===== config.mk =====
export PLATFORM = sky130hd
export DESIGN_NAME = sys_cntr_tx
export DESIGN_NICKNAME = d
export VERILOG_FILES = /design/src/rtl/sys_cntr_tx_pkg.sv /design/src/rtl/sys_cntr_tx_slot.sv /design/src/rtl/sys_cntr_tx.sv
export SDC_FILE = /design/constraint.sdc
export NUM_CORES = 1
export LEC_CHECK = 0
export BUFFER_PORTS_ARGS = -buffer_cell sky130_fd_sc_hd__buf_4
export CAP_MARGIN = 20
export CORE_MARGIN = 3
export CORE_UTILIZATION = 49
export DETAILED_ROUTE_END_ITERATION = 8
export PLACE_DENSITY = 0.75
export SETUP_SLACK_MARGIN = 0.1
export SLEW_MARGIN = 5
export SYNTH_ARGS = -nofsm -noshare
export SYNTH_HDL_FRONTEND = slang
export SYNTH_SLANG_ARGS = --single-unit

===== constraint.sdc =====
create_clock -name CLK -period 1.5 [get_ports CLK]
set_input_delay 0.3 -clock CLK [delete_from_list [all_inputs] [get_ports CLK]]
set_output_delay 0.3 -clock CLK [all_outputs]
set_load 0.05 [all_outputs]

===== src/rtl/sys_cntr_tx_pkg.sv =====
// Shared definitions for the transmit-side system controller:
// FSM state codes, source select codes and the round-robin pick.
package sys_cntr_tx_pkg;

   localparam logic [1:0] IDLE = 2'd0;
   localparam logic [1:0] LOAD = 2'd1;
   localparam logic [1:0] SEND = 2'd2;
   localparam logic [1:0] DONE = 2'd3;

   localparam logic SRC_REG = 1'b0;
   localparam logic SRC_ALU = 1'b1;

   // With both slots full, serve whichever source did not go last.
   function automatic logic rr_pick(
      input logic reg_full,
      input logic alu_full,
      input logic last
   );
      if (reg_full && alu_full)
         return ~last;
      return reg_full ? SRC_REG : SRC_ALU;
   endfunction

endpackage


===== src/rtl/sys_cntr_tx_slot.sv =====
// Single-entry holding slot: captures on strobe when empty (or being
// released), drops the strobe and flags a sticky overrun when full.
module sys_cntr_tx_slot #(
   parameter int W = 8
) (
   input  logic         CLK,
   input  logic         Reset,
   input  logic [W-1:0] in_data,
   input  logic         in_valid,
   input  logic         rls,
   output logic [W-1:0] data,
   output logic         full,
   output logic         overrun
);

   logic [W-1:0] r_data;
   logic         r_full;
   logic         r_ovr;
   logic         w_take;

   assign w_take = in_valid & (~r_full | rls);

   always_ff @(posedge CLK or posedge Reset) begin
      if (Reset) begin
         r_data <= '0;
         r_full <= 1'b0;
         r_ovr  <= 1'b0;
      end else begin
         if (w_take) begin
            r_data <= in_data;
            r_full <= 1'b1;
         end else if (rls) begin
            r_full <= 1'b0;
         end
         if (in_valid && r_full && !rls)
            r_ovr <= 1'b1;
      end
   end

   assign data    = r_data;
   assign full    = r_full;
   assign overrun = r_ovr;

endmodule


===== src/rtl/sys_cntr_tx.sv =====
// Transmit-side controller: arbitrates REG/ALU slots and serialises
// them byte by byte (LSB first) into UART_TX with a valid/busy handshake.
module sys_cntr_tx
   import sys_cntr_tx_pkg::*;
#(
   parameter int width     = 8,
   parameter int ALU_BYTES = 2
) (
   input  logic                       CLK,
   input  logic                       Reset,
   input  logic [width-1:0]           RdData,
   input  logic                       RdData_Valid,
   input  logic [ALU_BYTES*width-1:0] ALU_OUT,
   input  logic                       ALU_OUT_Valid,
   input  logic                       Tx_Busy,
   output logic [width-1:0]           Tx_P_Data,
   output logic                       Tx_Valid,
   output logic                       Busy,
   output logic                       Overrun
);

   localparam int IW = (ALU_BYTES > 1) ? $clog2(ALU_BYTES) : 1;
   localparam int AW = ALU_BYTES * width;

   logic [1:0]       r_state;
   logic             r_src;
   logic             r_last;
   logic [IW-1:0]    r_idx;
   logic [width-1:0] r_data;
   logic             r_valid;

   logic [width-1:0] w_reg_data;
   logic [AW-1:0]    w_alu_data;
   logic             w_reg_full;
   logic             w_alu_full;
   logic             w_reg_ovr;
   logic             w_alu_ovr;
   logic             w_go;
   logic             w_pick;
   logic             w_last_byte;
   logic             w_fin;
   logic             w_rel_reg;
   logic             w_rel_alu;
   logic [width-1:0] w_byte;

   sys_cntr_tx_slot #(.W(width)) u_reg (
      .CLK      (CLK),
      .Reset    (Reset),
      .in_data  (RdData),
      .in_valid (RdData_Valid),
      .rls      (w_rel_reg),
      .data     (w_reg_data),
      .full     (w_reg_full),
      .overrun  (w_reg_ovr)
   );

   sys_cntr_tx_slot #(.W(AW)) u_alu (
      .CLK      (CLK),
      .Reset    (Reset),
      .in_data  (ALU_OUT),
      .in_valid (ALU_OUT_Valid),
      .rls      (w_rel_alu),
      .data     (w_alu_data),
      .full     (w_alu_full),
      .overrun  (w_alu_ovr)
   );

   assign w_go = (r_state == IDLE) & ~Tx_Busy & (w_reg_full | w_alu_full);
   assign w_pick = rr_pick(w_reg_full, w_alu_full, r_last);
   assign w_last_byte = (r_src == SRC_REG) | (r_idx == IW'(ALU_BYTES - 1));
   assign w_fin = (r_state == DONE) & ~Tx_Busy & w_last_byte;
   assign w_rel_reg = w_fin & (r_src == SRC_REG);
   assign w_rel_alu = w_fin & (r_src == SRC_ALU);
   assign w_byte = (r_src == SRC_REG) ? w_reg_data
                 : w_alu_data[int'(r_idx)*width +: width];

   always_ff @(posedge CLK or posedge Reset) begin
      if (Reset) begin
         r_state <= IDLE;
         r_src   <= SRC_REG;
         r_last  <= SRC_ALU;
         r_idx   <= '0;
         r_data  <= '0;
         r_valid <= 1'b0;
      end else begin
         unique case (r_state)
            IDLE: if (w_go) begin
               r_src   <= w_pick;
               r_last  <= w_pick;
               r_idx   <= '0;
               r_state <= LOAD;
            end
            LOAD: begin
               r_data  <= w_byte;
               r_valid <= 1'b1;
               r_state <= SEND;
            end
            SEND: if (Tx_Busy) begin
               r_valid <= 1'b0;
               r_state <= DONE;
            end
            DONE: if (!Tx_Busy) begin
               if (w_last_byte) begin
                  r_state <= IDLE;
               end else begin
                  r_idx   <= r_idx + IW'(1);
                  r_state <= LOAD;
               end
            end
            default: r_state <= IDLE;
         endcase
      end
   end

   assign Tx_P_Data = r_data;
   assign Tx_Valid  = r_valid;
   assign Busy      = w_reg_full | w_alu_full | (r_state != IDLE);
   assign Overrun   = w_reg_ovr | w_alu_ovr;

endmodule


# ---- Yosys cells after proc, flatten, opt, wreduce, memory -nomap -nowiden
# Cells that the tools add are included.
dict set report classes {
  reduce_logical 17
  addsub 1
  eq_ne 7
  n_mux 20
  shift 1
  bitwise 19
}
# operator n
set ops {}
lappend ops {{$shiftx 16x5->8} 1}
lappend ops {{$mux 1} 13}
lappend ops {{$reduce_bool 2->1} 5}
lappend ops {{$and 1x1->1} 8}
lappend ops {{$mux 8} 1}
lappend ops {{$ne 2x2->1 const B} 4}
lappend ops {{$pmux 2 s4} 1}
lappend ops {{$mux 2} 3}
lappend ops {{$or 1x1->1} 6}
lappend ops {{$logic_and 1x1->1} 5}
lappend ops {{$not 1->1} 5}
lappend ops {{$eq 2x2->1 const B} 2}
lappend ops {{$pmux 1 s2} 2}
lappend ops {{$reduce_and 2->1} 2}
lappend ops {{$reduce_and 4->1} 1}
lappend ops {{$reduce_and 3->1} 1}
lappend ops {{$eq 2x1->1 const B} 1}
lappend ops {{$logic_not 1->1} 2}
lappend ops {{$logic_not 2->1} 1}
lappend ops {{$add 1x1->1 const B} 1}
dict set report totals {
  regBits 42
  input_bits 29
  output_inout_bits 11
  elab_cells 77
}

# ---- Depth between registers and ports, before layout
dict set report depth {
  word_depth 7
  ltp_mapped 5
  ltp_nobuf 5
}

# ---- Hierarchy
# From an unflattened synthesis, not the netlist that was laid out.
dict set report unflattened {
  cells_unflattened 151
  area_unflattened_um2 2011.9
}
# mod n_inst seq_area_each_um2 cells_each area_per_inst_um2
set by_module_without_submodules {}
lappend by_module_without_submodules {sys_cntr_tx 1 351.6 86 865.8}
lappend by_module_without_submodules {{sys_cntr_tx_slot at u_alu} 1 450.4 41 732.0}
lappend by_module_without_submodules {{sys_cntr_tx_slot at u_reg} 1 250.2 24 414.1}

# ---- Worst setup path before layout
# Ideal clock, no wire load.
dict set report synth_timing {
  path_kind {register -> register}
  startpoint {register r_state[0]}
  endpoint {register r_idx}
  synth_period_minus_slack_ns 1.707
  arrival_ns 1.584
  required_ns 1.377
  path_stages_with_launch 6
  setup_time_ns 0.123
  path_buffers 0
  setup_slack_ns -0.207
  cell_sequence {dfrtp_1 -> inv_1 -> ha_1 -> or3b_2 -> a31oi_1 -> a21oi_1}
}
dict set report synth_between {
  elab_chain_len 5
  elab_cells_between_ends 10
  classes_between {eq/ne (4); mux (1); bitwise (2); reduce/logical (3)}
}
# item line
set synth_rtl {}
lappend synth_rtl {{start, declared} sys_cntr_tx.sv:25} ;# logic [1:0] r_state;
lappend synth_rtl {{start signal, assigned} sys_cntr_tx.sv:79} ;# r_state <= IDLE;
lappend synth_rtl {{start signal, assigned} sys_cntr_tx.sv:91} ;# r_state <= LOAD;
lappend synth_rtl {{start signal, assigned} sys_cntr_tx.sv:96} ;# r_state <= SEND;
lappend synth_rtl {{$logic_not 2->1} {sys_cntr_tx.sv:68, sys_cntr_tx.sv:86}}
lappend synth_rtl {{$and 1x1->1 (2 in a row)} sys_cntr_tx.sv:68} ;# assign w_go = (r_state == IDLE) & ~Tx_Busy & (w_reg_full | w_alu_full);
lappend synth_rtl {{$ne 2x2->1 (no line)} n/a}
lappend synth_rtl {{$reduce_and 4->1 (no line)} n/a}
lappend synth_rtl {{end signal, assigned} sys_cntr_tx.sv:106} ;# r_idx <= r_idx + IW'(1);
lappend synth_rtl {{end, declared} sys_cntr_tx.sv:28} ;# logic [IW-1:0] r_idx;
# Parallel ways exist; a longest one is shown, timed or not.
# A chain may end at the register's enable or synchronous reset.

# ---- Worst setup path in the final report
dict set report layout_timing {
  startpoint {register r_state[1]}
  endpoint {output port Busy}
}
dict set report layout_between {
  elab_chain_len 2
}
# item line
set layout_rtl {}
lappend layout_rtl {{$reduce_bool 2->1} sys_cntr_tx.sv:117} ;# assign Busy = w_reg_full | w_alu_full | (r_state != IDLE);
lappend layout_rtl {{$or 1x1->1} sys_cntr_tx.sv:117}
lappend layout_rtl {{end, declared} sys_cntr_tx.sv:18} ;# output logic Busy,
# Every way passes these cells.

==> flow_metrics.env <==
export IMPL_nets=252
export IMPL_worst_pin_slew_ns=0.442
export IMPL_synth_top_family_by_area="multiplexers"
export IMPL_clock_fmax_mhz=562
export IMPL_ir_worst_vdd_v=0.00140
export IMPL_drt_vias_per_instance=5.40
export IMPL_failed_checks="negative hold slack, negative setup slack"
export IMPL_dp_hpwl_microns=3270
export IMPL_cp_startpoint="r_state[1]$_DFFE_PP0P_"
export IMPL_rrSetupSlack_ns=-0.21
export IMPL_synth_simple_area_share_pct=6.61
export IMPL_power_density_nw_per_um2=2080
export IMPL_dp_cells=248
export IMPL_skew_ns=0.0109
export IMPL_synth_top_cell_by_area="dfrtp_1"
export IMPL_cp_max_fo=2
export IMPL_setup_worst_path_class="register to output port"
export IMPL_status="finished, violations left"
export IMPL_max_slew_margin_pct=70.5
export IMPL_clk_pin_slew_ns=0.08
export IMPL_ys_types=34
export IMPL_yosys_top_cells_area="dfrtp_1, mux2_2, mux2_4, mux2i_1, ha_1"
export IMPL_grt_pass1_wl_microns=7610
export IMPL_grtUsageTotal_pct=20.4
export IMPL_dp_slack_ns=-0.125
export IMPL_synth_xor_area_share_pct=0
export IMPL_syn_area_per_cell_sq_um=13.4
export IMPL_synthCells=148
export IMPL_num_vias=1442
export IMPL_syn_nets=182
export IMPL_slew_violations=0
export IMPL_worst_ep_arrival_time_ns=1.48
export IMPL_start_kind="register"
export IMPL_hold_buffers=0
export IMPL_yosys_register_bits=42
export IMPL_grt_max_degree=15
export IMPL_dr_pass1_iters=4
export IMPL_netlist_top_cells_count="dfrtp_1, mux2_2, nor2_1"
export IMPL_cts_tree="built"
export IMPL_syn_cell_area_sq_um=1990
export IMPL_ys_warn_count=0
export IMPL_p_total_mw=5.98
export IMPL_critical_path_required_ns=1.20
export IMPL_switching_share_pct=38.0
export IMPL_muxShareOfSynthArea_pct=25.2
export IMPL_core_sq_um=3800
export IMPL_synth_compound_gate_area_share_pct=8.62
export IMPL_hold_ws_ns=-0.00109
export IMPL_antenna_found_initial=0
export IMPL_rows=22
export IMPL_setup_slack_ns=-0.280
export IMPL_dieArea_sq_um=4860
export IMPL_insertion_delay_ns=0.30
export IMPL_pwr_share_clk_pct=12.4
export IMPL_synth_flop_cell="dfrtp_1"
export IMPL_yosysTopAreaCellShare_pct=51.6
export IMPL_crit_path_end="Busy"
export IMPL_seq_power_share_pct=33.9
export IMPL_drc=0
export IMPL_layout_cells_non_filler=267
export IMPL_wl_per_cell_microns=18.1
export IMPL_yosysMostFrequentCell="dfrtp_1"
export IMPL_setup_viol=32
export IMPL_globalplace_congestion=0.767
export IMPL_start_util_pct=52.3
export IMPL_post_route_util_pct=75.8
export IMPL_io_buffers=39
export IMPL_clockRootBuffer="clkbuf_8"
export IMPL_hold_class="input port to asynchronous set/reset pin"
export IMPL_r2r_start="r_state[1]$_DFFE_PP0P_"
export IMPL_hold_viol=5
export IMPL_cts_htree_levels=2
export IMPL_die_h_microns=69.7
export IMPL_reg2reg_to="u_alu.data[12]$_DFFE_PP0P_"
export IMPL_cts_path_max_buffers=2
export IMPL_cap_violations=0
export IMPL_synth_edf_count=0
export IMPL_post_route_period_util_pct=119
export IMPL_tns_ns=-5.18
export IMPL_layout_drive_gt1_share_pct=60.3
export IMPL_synth_adder_area_share_pct=3.15
export IMPL_antenna_cells=0
export IMPL_overflow=0
export IMPL_p_int_mw=3.71
export IMPL_rsz0062_at_grt="yes"
export IMPL_combPwrFrac_pct=53.6
export IMPL_ff2ff_path_depth=7
export IMPL_areaGrowthSynthToFinish_pct=44.7
export IMPL_synth_seq_area_share_pct=52.9
export IMPL_ant_nets=0
export IMPL_ios=40
export IMPL_leakage_nw=1.33
export IMPL_power_switching_mw=2.27
export IMPL_endpoint_kind="output port"
export IMPL_drt_iter0_markers=107
export IMPL_grt_pass1_vias=1554
export IMPL_cts_made_buffers=5
export IMPL_finalWirelength_microns=4830
export IMPL_clock_sinks=42
export IMPL_async_flop_share_pct=100
export IMPL_fp_dieW_microns=69.7
export IMPL_period_needed_ns=1.78
[cell families after synthesis]
group,count (synthesis)
multiplexers,42
flip-flops,42
AO/OA/AOI/OAI,24
AND/OR/NAND/NOR,22
buffers and inverters,13
adder cells (fa/ha/maj),5
[sequential cells by signal, indices dropped and copies added (netlist names)]
name,cells
u_alu.data,16
Tx_P_Data,8
u_reg.data,8
r_state,2
Tx_Valid,1
r_idx,1
r_last,1
r_src,1
u_alu.full,1
u_alu.overrun,1
u_reg.full,1
u_reg.overrun,1
[layout by cell type (no fill, tap or decap), types with 2 or more instances in the layout]
cell type / count
mux2_4: 22
a21oi_1: 10
nand2_1: 3
buf_8: 4
inv_1: 5
ha_4: 4
mux2i_1: 8
dfrtp_1: 40
mux2_2: 12
nor2_1: 10
buf_4: 57
buf_12: 2
clkbuf_8: 5
buf_6: 5
[power groups by stage]
| stage | logic [mW] | clock network, mW | registers [mW] |
|---|---|---|---|
| 4_1_cts | 3.00 | 0.744 | 2.01 |
| 5_1_grt | 3.39 | 0.816 | 2.09 |
| 6_report | 3.21 | 0.743 | 2.03 |
| 3_5_place_dp | 2.61 | 0 | 2.05 |
| 3_3_place_gp | 2.51 | 0 | 2.01 |
| 2_1_floorplan | 1.45 | 0 | 2.37 |
[critical path: stages (launching register included)]
cell and delay [ns]:
dfrtp_2 0.44, inv_4 0.07, ha_4 0.12, or3b_4 0.39
buf_8 0.16
[worst min-delay path by stage]
stage | end | slack [ns] | depth (start not counted)
after detailed placement | Tx_P_Data[0]$_DFFE_PP0P_ | 0.33 | 2
after global routing | Tx_P_Data[3]$_DFFE_PP0P_ | 0.009 | 2
final | Tx_P_Data[7]$_DFFE_PP0P_ | -0.001 | 2
after CTS | Tx_P_Data[4]$_DFFE_PP0P_ | 0.005 | 2
after floorplan | u_alu.full$_DFFE_PP0P_ | 0.39 | 1
after global placement | Tx_P_Data[0]$_DFFE_PP0P_ | 0.33 | 2
[per-layer routing]
layer  up-vias  track usage [%]  wire length (microns)
met3        11             6.38                    250
li1        667                -                      -
met2        48             33.2                   2310
met4         0             6.81                     92
met1       716             25.8                   2180
met5         -                0                      0
[final cells by class]
class / instances / area (sq um)
Fill cell: 249 / 921
Inverter: 7 / 28.8
Clock inverter: 3 / 21.3
Tap cell: 48 / 60.1
Sequential cell: 42 / 1050
Timing Repair Buffer: 69 / 612
Multi-Input combinational cell: 93 / 1030
Clock buffer: 5 / 68.8
[timing repair]
| action | CTS | global route |
|---|---|---|
| pin swaps | 2 | 6 |
| resized for setup | 21 | 15 |
| setup endpoints to repair | 38 | 40 |
| buffers inserted | 7 | 4 |
| gates cloned | 1 | 0 |
[stage by stage]
stage / hold slack [ns] / cell area (sq um)
2_1_floorplan: 0.392 / 2050
3_3_place_gp: 0.325 / 2520
3_5_place_dp: 0.334 / 2520
4_1_cts: 0.00513 / 2790
6_report: -0.00109 / 2880
5_1_grt: 0.00949 / 2880
(Power assumes the default switching activity.)
